### config.mk
export PLATFORM = sky130hd
export DESIGN_NAME = muldiv_sequencer
export DESIGN_NICKNAME = d
export VERILOG_FILES = /design/src/rtl/muldiv_sequencer.sv
export SDC_FILE = /design/constraint.sdc
export NUM_CORES = 2
export LEC_CHECK = 0
export BUFFER_PORTS_ARGS = -buffer_cell sky130_fd_sc_hd__buf_2
export CORE_AREA = 2 2 359 503
export DETAILED_ROUTE_END_ITERATION = 16
export DIE_AREA = 0 0 361 505
export SLEW_MARGIN = 0
export SYNTH_ARGS = -nofsm -noshare
export SYNTH_HDL_FRONTEND = slang
export SYNTH_SLANG_ARGS = --single-unit
export TNS_END_PERCENT = 20
### constraint.sdc
create_clock -name clk -period 17.7 [get_ports clk]
set_input_delay 1.77 -clock clk [delete_from_list [all_inputs] [get_ports clk]]
set_output_delay 1.77 -clock clk [all_outputs]
set_load 0.05 [all_outputs]
### src/rtl/muldiv_sequencer.sv
// Multi-cycle RV32M sequencer: fixed-depth multiply, 32-step restoring divide, one-cycle done pulse.
// Latency: mul C0+MUL_CYCLES+1, div C0+35, div special cases C0+2; stall_o holds the pipe until done_o.
module muldiv_sequencer #(
    parameter int XLEN       = 32,
    parameter int MUL_CYCLES = 2
) (
    input  logic            clk,
    input  logic            rst_n,
    input  logic            start_i,
    input  logic [4:0]      op_i,
    input  logic [XLEN-1:0] src_a_i,
    input  logic [XLEN-1:0] src_b_i,
    input  logic            flush_i,
    output logic            stall_o,
    output logic            busy_o,
    output logic            done_o,
    output logic [XLEN-1:0] result_o
);

    localparam int CW = $clog2(XLEN);

    localparam logic [4:0] OP_MUL    = 5'b01011;
    localparam logic [4:0] OP_MULH   = 5'b01100;
    localparam logic [4:0] OP_MULHSU = 5'b01101;
    localparam logic [4:0] OP_MULHU  = 5'b01110;
    localparam logic [4:0] OP_DIV    = 5'b01111;
    localparam logic [4:0] OP_DIVU   = 5'b10000;
    localparam logic [4:0] OP_REM    = 5'b10001;
    localparam logic [4:0] OP_REMU   = 5'b10010;

    localparam logic [CW-1:0]   MUL_LAST  = CW'(MUL_CYCLES - 1);
    localparam logic [CW-1:0]   ITER_LAST = CW'(XLEN - 1);
    localparam logic [XLEN-1:0] INT_MIN   = {1'b1, {(XLEN-1){1'b0}}};

    typedef enum logic [2:0] {
        S_IDLE,
        S_MUL,
        S_PREP,
        S_ITER,
        S_FIX,
        S_DONE
    } state_t;

    state_t state, state_nxt;

    logic [4:0]      op_q;
    logic [XLEN-1:0] a_q, b_q;
    logic [XLEN-1:0] rem_q, quo_q, dvs_q;
    logic [CW-1:0]   cnt_q;
    logic [XLEN-1:0] result_q;

    logic is_m_op;
    logic accept;

    assign is_m_op = (op_i >= OP_MUL) && (op_i <= OP_REMU);
    assign accept  = (state == S_IDLE) && start_i && is_m_op && !flush_i;

    // Operation decode from the latched op; mul/div fields only matter in their own states.
    logic a_signed, b_signed, signed_div, is_rem;
    assign a_signed   = (op_q != OP_MULHU);
    assign b_signed   = (op_q == OP_MUL) || (op_q == OP_MULH);
    assign signed_div = (op_q == OP_DIV) || (op_q == OP_REM);
    assign is_rem     = !((op_q == OP_DIV) || (op_q == OP_DIVU));

    logic [2*XLEN-1:0] mul_a, mul_b, mul_full;
    logic [XLEN-1:0]   mul_res;
    assign mul_a    = a_signed ? {{XLEN{a_q[XLEN-1]}}, a_q} : {{XLEN{1'b0}}, a_q};
    assign mul_b    = b_signed ? {{XLEN{b_q[XLEN-1]}}, b_q} : {{XLEN{1'b0}}, b_q};
    assign mul_full = mul_a * mul_b;
    assign mul_res  = (op_q == OP_MUL) ? mul_full[XLEN-1:0] : mul_full[2*XLEN-1:XLEN];

    logic div_zero, div_ovf, div_special;
    assign div_zero    = (b_q == '0);
    assign div_ovf     = signed_div && (a_q == INT_MIN) && (b_q == '1);
    assign div_special = div_zero || div_ovf;

    logic [XLEN-1:0] abs_a, abs_b;
    assign abs_a = a_q[XLEN-1] ? -a_q : a_q;
    assign abs_b = b_q[XLEN-1] ? -b_q : b_q;

    // Restoring step: the partial remainder never reaches the divisor, so XLEN+1 bits suffice.
    logic [XLEN:0]   shifted, diff;
    logic [XLEN-1:0] step_rem, step_quo;
    assign shifted  = {rem_q, quo_q[XLEN-1]};
    assign diff     = shifted - {1'b0, dvs_q};
    assign step_rem = diff[XLEN] ? shifted[XLEN-1:0] : diff[XLEN-1:0];
    assign step_quo = {quo_q[XLEN-2:0], ~diff[XLEN]};

    logic [XLEN-1:0] q_fix, r_fix, fix_res;
    assign q_fix   = (signed_div && (a_q[XLEN-1] ^ b_q[XLEN-1])) ? -quo_q : quo_q;
    assign r_fix   = (signed_div && a_q[XLEN-1]) ? -rem_q : rem_q;
    assign fix_res = is_rem ? r_fix : q_fix;

    always_ff @(posedge clk or negedge rst_n) begin
        if (!rst_n) begin
            state <= S_IDLE;
        end else begin
            state <= state_nxt;
        end
    end

    always_comb begin
        state_nxt = state;
        case (state)
            S_IDLE: if (accept) state_nxt = (op_i >= OP_DIV) ? S_PREP : S_MUL;
            S_MUL: begin
                if (flush_i)                state_nxt = S_IDLE;
                else if (cnt_q == MUL_LAST) state_nxt = S_DONE;
            end
            S_PREP: begin
                if (flush_i)          state_nxt = S_IDLE;
                else if (div_special) state_nxt = S_DONE;
                else                  state_nxt = S_ITER;
            end
            S_ITER: begin
                if (flush_i)                 state_nxt = S_IDLE;
                else if (cnt_q == ITER_LAST) state_nxt = S_FIX;
            end
            S_FIX:   state_nxt = flush_i ? S_IDLE : S_DONE;
            S_DONE:  state_nxt = S_IDLE;
            default: state_nxt = S_IDLE;
        endcase
    end

    always_comb begin
        busy_o   = (state != S_IDLE);
        done_o   = (state == S_DONE);
        stall_o  = accept || (busy_o && !done_o);
        result_o = result_q;
    end

    always_ff @(posedge clk or negedge rst_n) begin
        if (!rst_n) begin
            op_q     <= '0;
            a_q      <= '0;
            b_q      <= '0;
            rem_q    <= '0;
            quo_q    <= '0;
            dvs_q    <= '0;
            cnt_q    <= '0;
            result_q <= '0;
        end else begin
            case (state)
                S_IDLE: begin
                    if (accept) begin
                        op_q  <= op_i;
                        a_q   <= src_a_i;
                        b_q   <= src_b_i;
                        cnt_q <= '0;
                    end
                end
                S_MUL: begin
                    if (!flush_i) begin
                        cnt_q <= cnt_q + 1'b1;
                        if (cnt_q == MUL_LAST) result_q <= mul_res;
                    end
                end
                S_PREP: begin
                    if (!flush_i) begin
                        if (div_zero) begin
                            result_q <= is_rem ? a_q : '1;
                        end else if (div_ovf) begin
                            result_q <= is_rem ? '0 : INT_MIN;
                        end else begin
                            quo_q <= signed_div ? abs_a : a_q;
                            dvs_q <= signed_div ? abs_b : b_q;
                            rem_q <= '0;
                            cnt_q <= '0;
                        end
                    end
                end
                S_ITER: begin
                    if (!flush_i) begin
                        rem_q <= step_rem;
                        quo_q <= step_quo;
                        cnt_q <= cnt_q + 1'b1;
                    end
                end
                S_FIX: begin
                    if (!flush_i) result_q <= fix_res;
                end
                default: ;
            endcase
        end
    end

endmodule
==> summary.txt <==
CTS
-------------------------------------------------------------------------------------------
Count of cells resized by post-cts repair ....................................            0
Number of CTS-inserted buffers ...............................................           24
Root buf cell ................................................................ sky130_fd_sc_hd__clkbuf_16
Hold buffer count at CTS .....................................................            0
Clock edge transition at the registers on the reported setup and hold paths ..        70 ps
Insertion delay of the later-clocked pin in the worst-skew pair ..............       600 ps
# clock sinks ................................................................          205
Post-CTS Repair Setup Buffers ................................................            0
Buffer levels on the longest clock path ......................................            3
H-Tree Depth .................................................................            1
Clock tree from TritonCTS ....................................................          yes

SETUP PATH
-------------------------------------------------------------------------------------------
Required time at the worst-slack endpoint ....................................    18,180 ps
Highest net fanout along the worst path ......................................           35
Cell occurring most often along the worst timing path ........................ sky130_fd_sc_hd__fa_1
CP Capture Type ..............................................................         flop
Delay of the slowest cell on the worst path ..................................       960 ps
Start-to-end type of the worst setup path ....................................      reg2reg
WP data arrival ..............................................................    11,140 ps
Setup slack, reg-to-reg ......................................................      7050 ps
CP Launch Type ...............................................................         flop
Cell with the largest stage delay on the worst path .......................... sky130_fd_sc_hd__fa_1

STA
-------------------------------------------------------------------------------------------
Ratio of final minimum period to clock period ................................       60.20%
Final setup violation count ..................................................            0
Count of endpoints failing hold in the final timing report ...................            0
Unrepaired setup endpoints after global routing ..............................        false
F_max ........................................................................    93.86 MHz
Skew final ...................................................................     33.01 ps
Minimum clock period after layout ............................................    10,650 ps
TNS Setup ....................................................................         0 ps
Final Max Tran Viols .........................................................            0
Slew Limit Headroom ..........................................................       25.81%
Worst Max-Slew Pin Slew ......................................................      1113 ps

GLOBAL ROUTE
-------------------------------------------------------------------------------------------
Layer with the highest usage after global routing ............................         met2
First-pass GRT wire length ...................................................   328,200 µm
Vias in the first global route ...............................................       53,110
Fraction of met2 tracks used by global routing ...............................       44.42%
Met3 Resource Use GR .........................................................       2.757%
Gr ovfl total ................................................................            0
Overall fraction of global-route tracks in use ...............................       24.06%
Pin count of the biggest net entering global routing .........................           79
Global routing usage on met1 .................................................       24.95%
Initial antenna violation count ..............................................           12

SYNTH
-------------------------------------------------------------------------------------------
Cell with the most instances after synthesis ................................. sky130_fd_sc_hd__inv_1
Register bit count reported by yosys .........................................          205
Top area cells in the synthesized netlist .................................... sky130_fd_sc_hd__fa_1 46%, sky130_fd_sc_hd__inv_1 10%, sky130_fd_sc_hd__dfrtp_1 8.3%, sky130_fd_sc_hd__ha_1 7.1%, sky130_fd_sc_hd__nand2_1 5.9%
FFs w/ async S/R, synth ......................................................       100.0%
Total standard cell area after synthesis .....................................  0.06191 mm²
Synth Flop Type .............................................................. sky130_fd_sc_hd__dfrtp_1
Library cells used by synthesis ..............................................           89
Area share of the largest cell type after synthesis ..........................       45.92%
Cell count after synthesis ...................................................        6,917
Number of warnings issued by yosys ...........................................            0
Average size of a mapped cell ................................................    8.951 µm²
Top post-synthesis cells by count ............................................ 1,669 x sky130_fd_sc_hd__inv_1, 1,420 x sky130_fd_sc_hd__fa_1, 971 x sky130_fd_sc_hd__nand2_1
Part of the Yosys area used for sequential elements ..........................       8.286%
Cell taking the most area after synthesis .................................... sky130_fd_sc_hd__fa_1
Total nets after synthesis ...................................................        8,759
Number of enable flip-flop cells after synthesis .............................            0

DETAILED ROUTING
-------------------------------------------------------------------------------------------
Total length of routed wires .................................................   215,600 µm
Detailed-route vias per instance .............................................        5.277
Antenna violation net count after detailed routing ...........................            0
Router iterations before antenna repair ......................................            8
Number of design-rule violations left by the first detailed-router iteration .        3,480
DR WL/cell ...................................................................     23.70 µm
Vias after detailed routing ..................................................       48,000
# DRC ........................................................................            0

FLOORPLAN
-------------------------------------------------------------------------------------------
Count of boundary I/O pins ...................................................          108
Height of the chip ...........................................................       505 µm
Placeable core region ........................................................   0.1775 mm²
Width of the die .............................................................       361 µm
Die area .....................................................................   0.1823 mm²
Initial Util .................................................................       34.89%
Std-Cell Rows ................................................................          183

PLACE
-------------------------------------------------------------------------------------------
DPL Wire Length ..............................................................   169,100 µm
Gp weighted congestion .......................................................       0.9744
Buffers added on ports .......................................................          107

LAYOUT
-------------------------------------------------------------------------------------------
Post-layout net count ........................................................        8,604
Layout Area Growth over Synthesis ............................................       5.669%
Layout filler cell count .....................................................       18,120
Reg area ..................................................................... 0.005146 mm²
Footprint of the multi-input gates ...........................................  0.04906 mm²
Fraction of final layout cells with drive strength greater than 1 ............       5.266%

FLOW RUN
-------------------------------------------------------------------------------------------
Max-capacitance violation count ..............................................            0

OUTCOME
-------------------------------------------------------------------------------------------
Result of the run ............................................................ finished, final reports clean

MIN PATH
-------------------------------------------------------------------------------------------
Tightest Hold Check Type .....................................................      reg2reg

placed cells by master, fill, tap and decap left out, drive strengths merged, types with 52 or more instances in the layout:
cell type,n
ha,349
nand3,52
xor2,89
buf,201
a21o,57
dfrtp,205
and2,370
nand2,972
inv,1669
nor2,169
mux2,63
fa,1420
a21oi,197
o21ai,259
xnor2,170
critical path, delay by kind of cell (launching register included):
family	cells	cell delay, ps
AOI/OAI and AO/OA	11	2210
adders and majority gates	11	6410
buffers and inverters	6	940
DFF	1	770
and+or+nand+nor	1	190
worst paths after layout:
| check | cells past startpoint | from | to |
|---|---|---|---|
| setup reg to reg | 29 | a_q[31] | result_o[29] |
| setup / recovery | 29 | a_q[31] | result_o[29] |
| max in group asynchronous | 3 | rst_n | result_o[0] |
| hold reg to reg | 2 | result_o[0] | result_o[0] |
| min in group asynchronous | 1 | rst_n | a_q[22] |
| hold / removal | 2 | result_o[0] | result_o[0] |
final cells by class:
type / count / area share (%)
Timing Repair Buffer: 201 / 1.913
Clock buffer: 36 / 1.048
Sequential cell: 205 / 7.866
Antenna cell: 4 / 0.01530
Inverter: 1671 / 9.588
Clock inverter: 7 / 0.1549
Tap cell: 2312 / 4.422
Multi-Input combinational cell: 4659 / 74.99
per-stage QoR:
step | std cells | hold WS [ps] | util [%] | area [µm²] | setup slack [ps]
2_1_floorplan | 6917 | 448.5 | - | 61910 | 8360
3_3_place_gp | 9048 | 466.5 | 36.42 | 64620 | 7258
3_5_place_dp | 9048 | 468.7 | 36.42 | 64620 | 7080
4_1_cts | 9091 | 481.7 | 36.86 | 65410 | 7040
5_1_grt | 9091 | 504.0 | 36.86 | 65410 | 6676
6_report | 9095 | 477.0 | 36.87 | 65420 | 7045
registers in the layout, indices dropped and copies added (netlist names):
register	cells
a_q	32
result_o	32
dvs_q	32
op_q	5
state	3
quo_q	32
b_q	32
cnt_q	5
rem_q	32
routing by layer:
layer / routed length (µm) / vias to the layer above
met5: 17 / -
met4: 20220 / 2
met3: 12180 / 733
met2: 112300 / 1969
met1: 70880 / 25010
li1: - / 20280
logic make-up (layout without fill, tap and decap cells):
| kind of cell | Yosys count | after routing | share of synthesized area [%] |
|---|---|---|---|
| compound gates | 754 | 754 | 7.520 |
| fa+ha+maj | 1773 | 1773 | 53.03 |
| simple gates | 1784 | 1784 | 13.39 |
| buf+inv | 2053 | 1915 | 12.53 |
| mux | 89 | 89 | 1.572 |
| flops | 205 | 205 | 8.286 |
| other cells | 0 | 4 | 0 |
| xor+xnor | 259 | 259 | 3.664 |
Power is not shown: default switching activity piles up to over one toggle a cycle in this logic, so the estimate is an artifact.
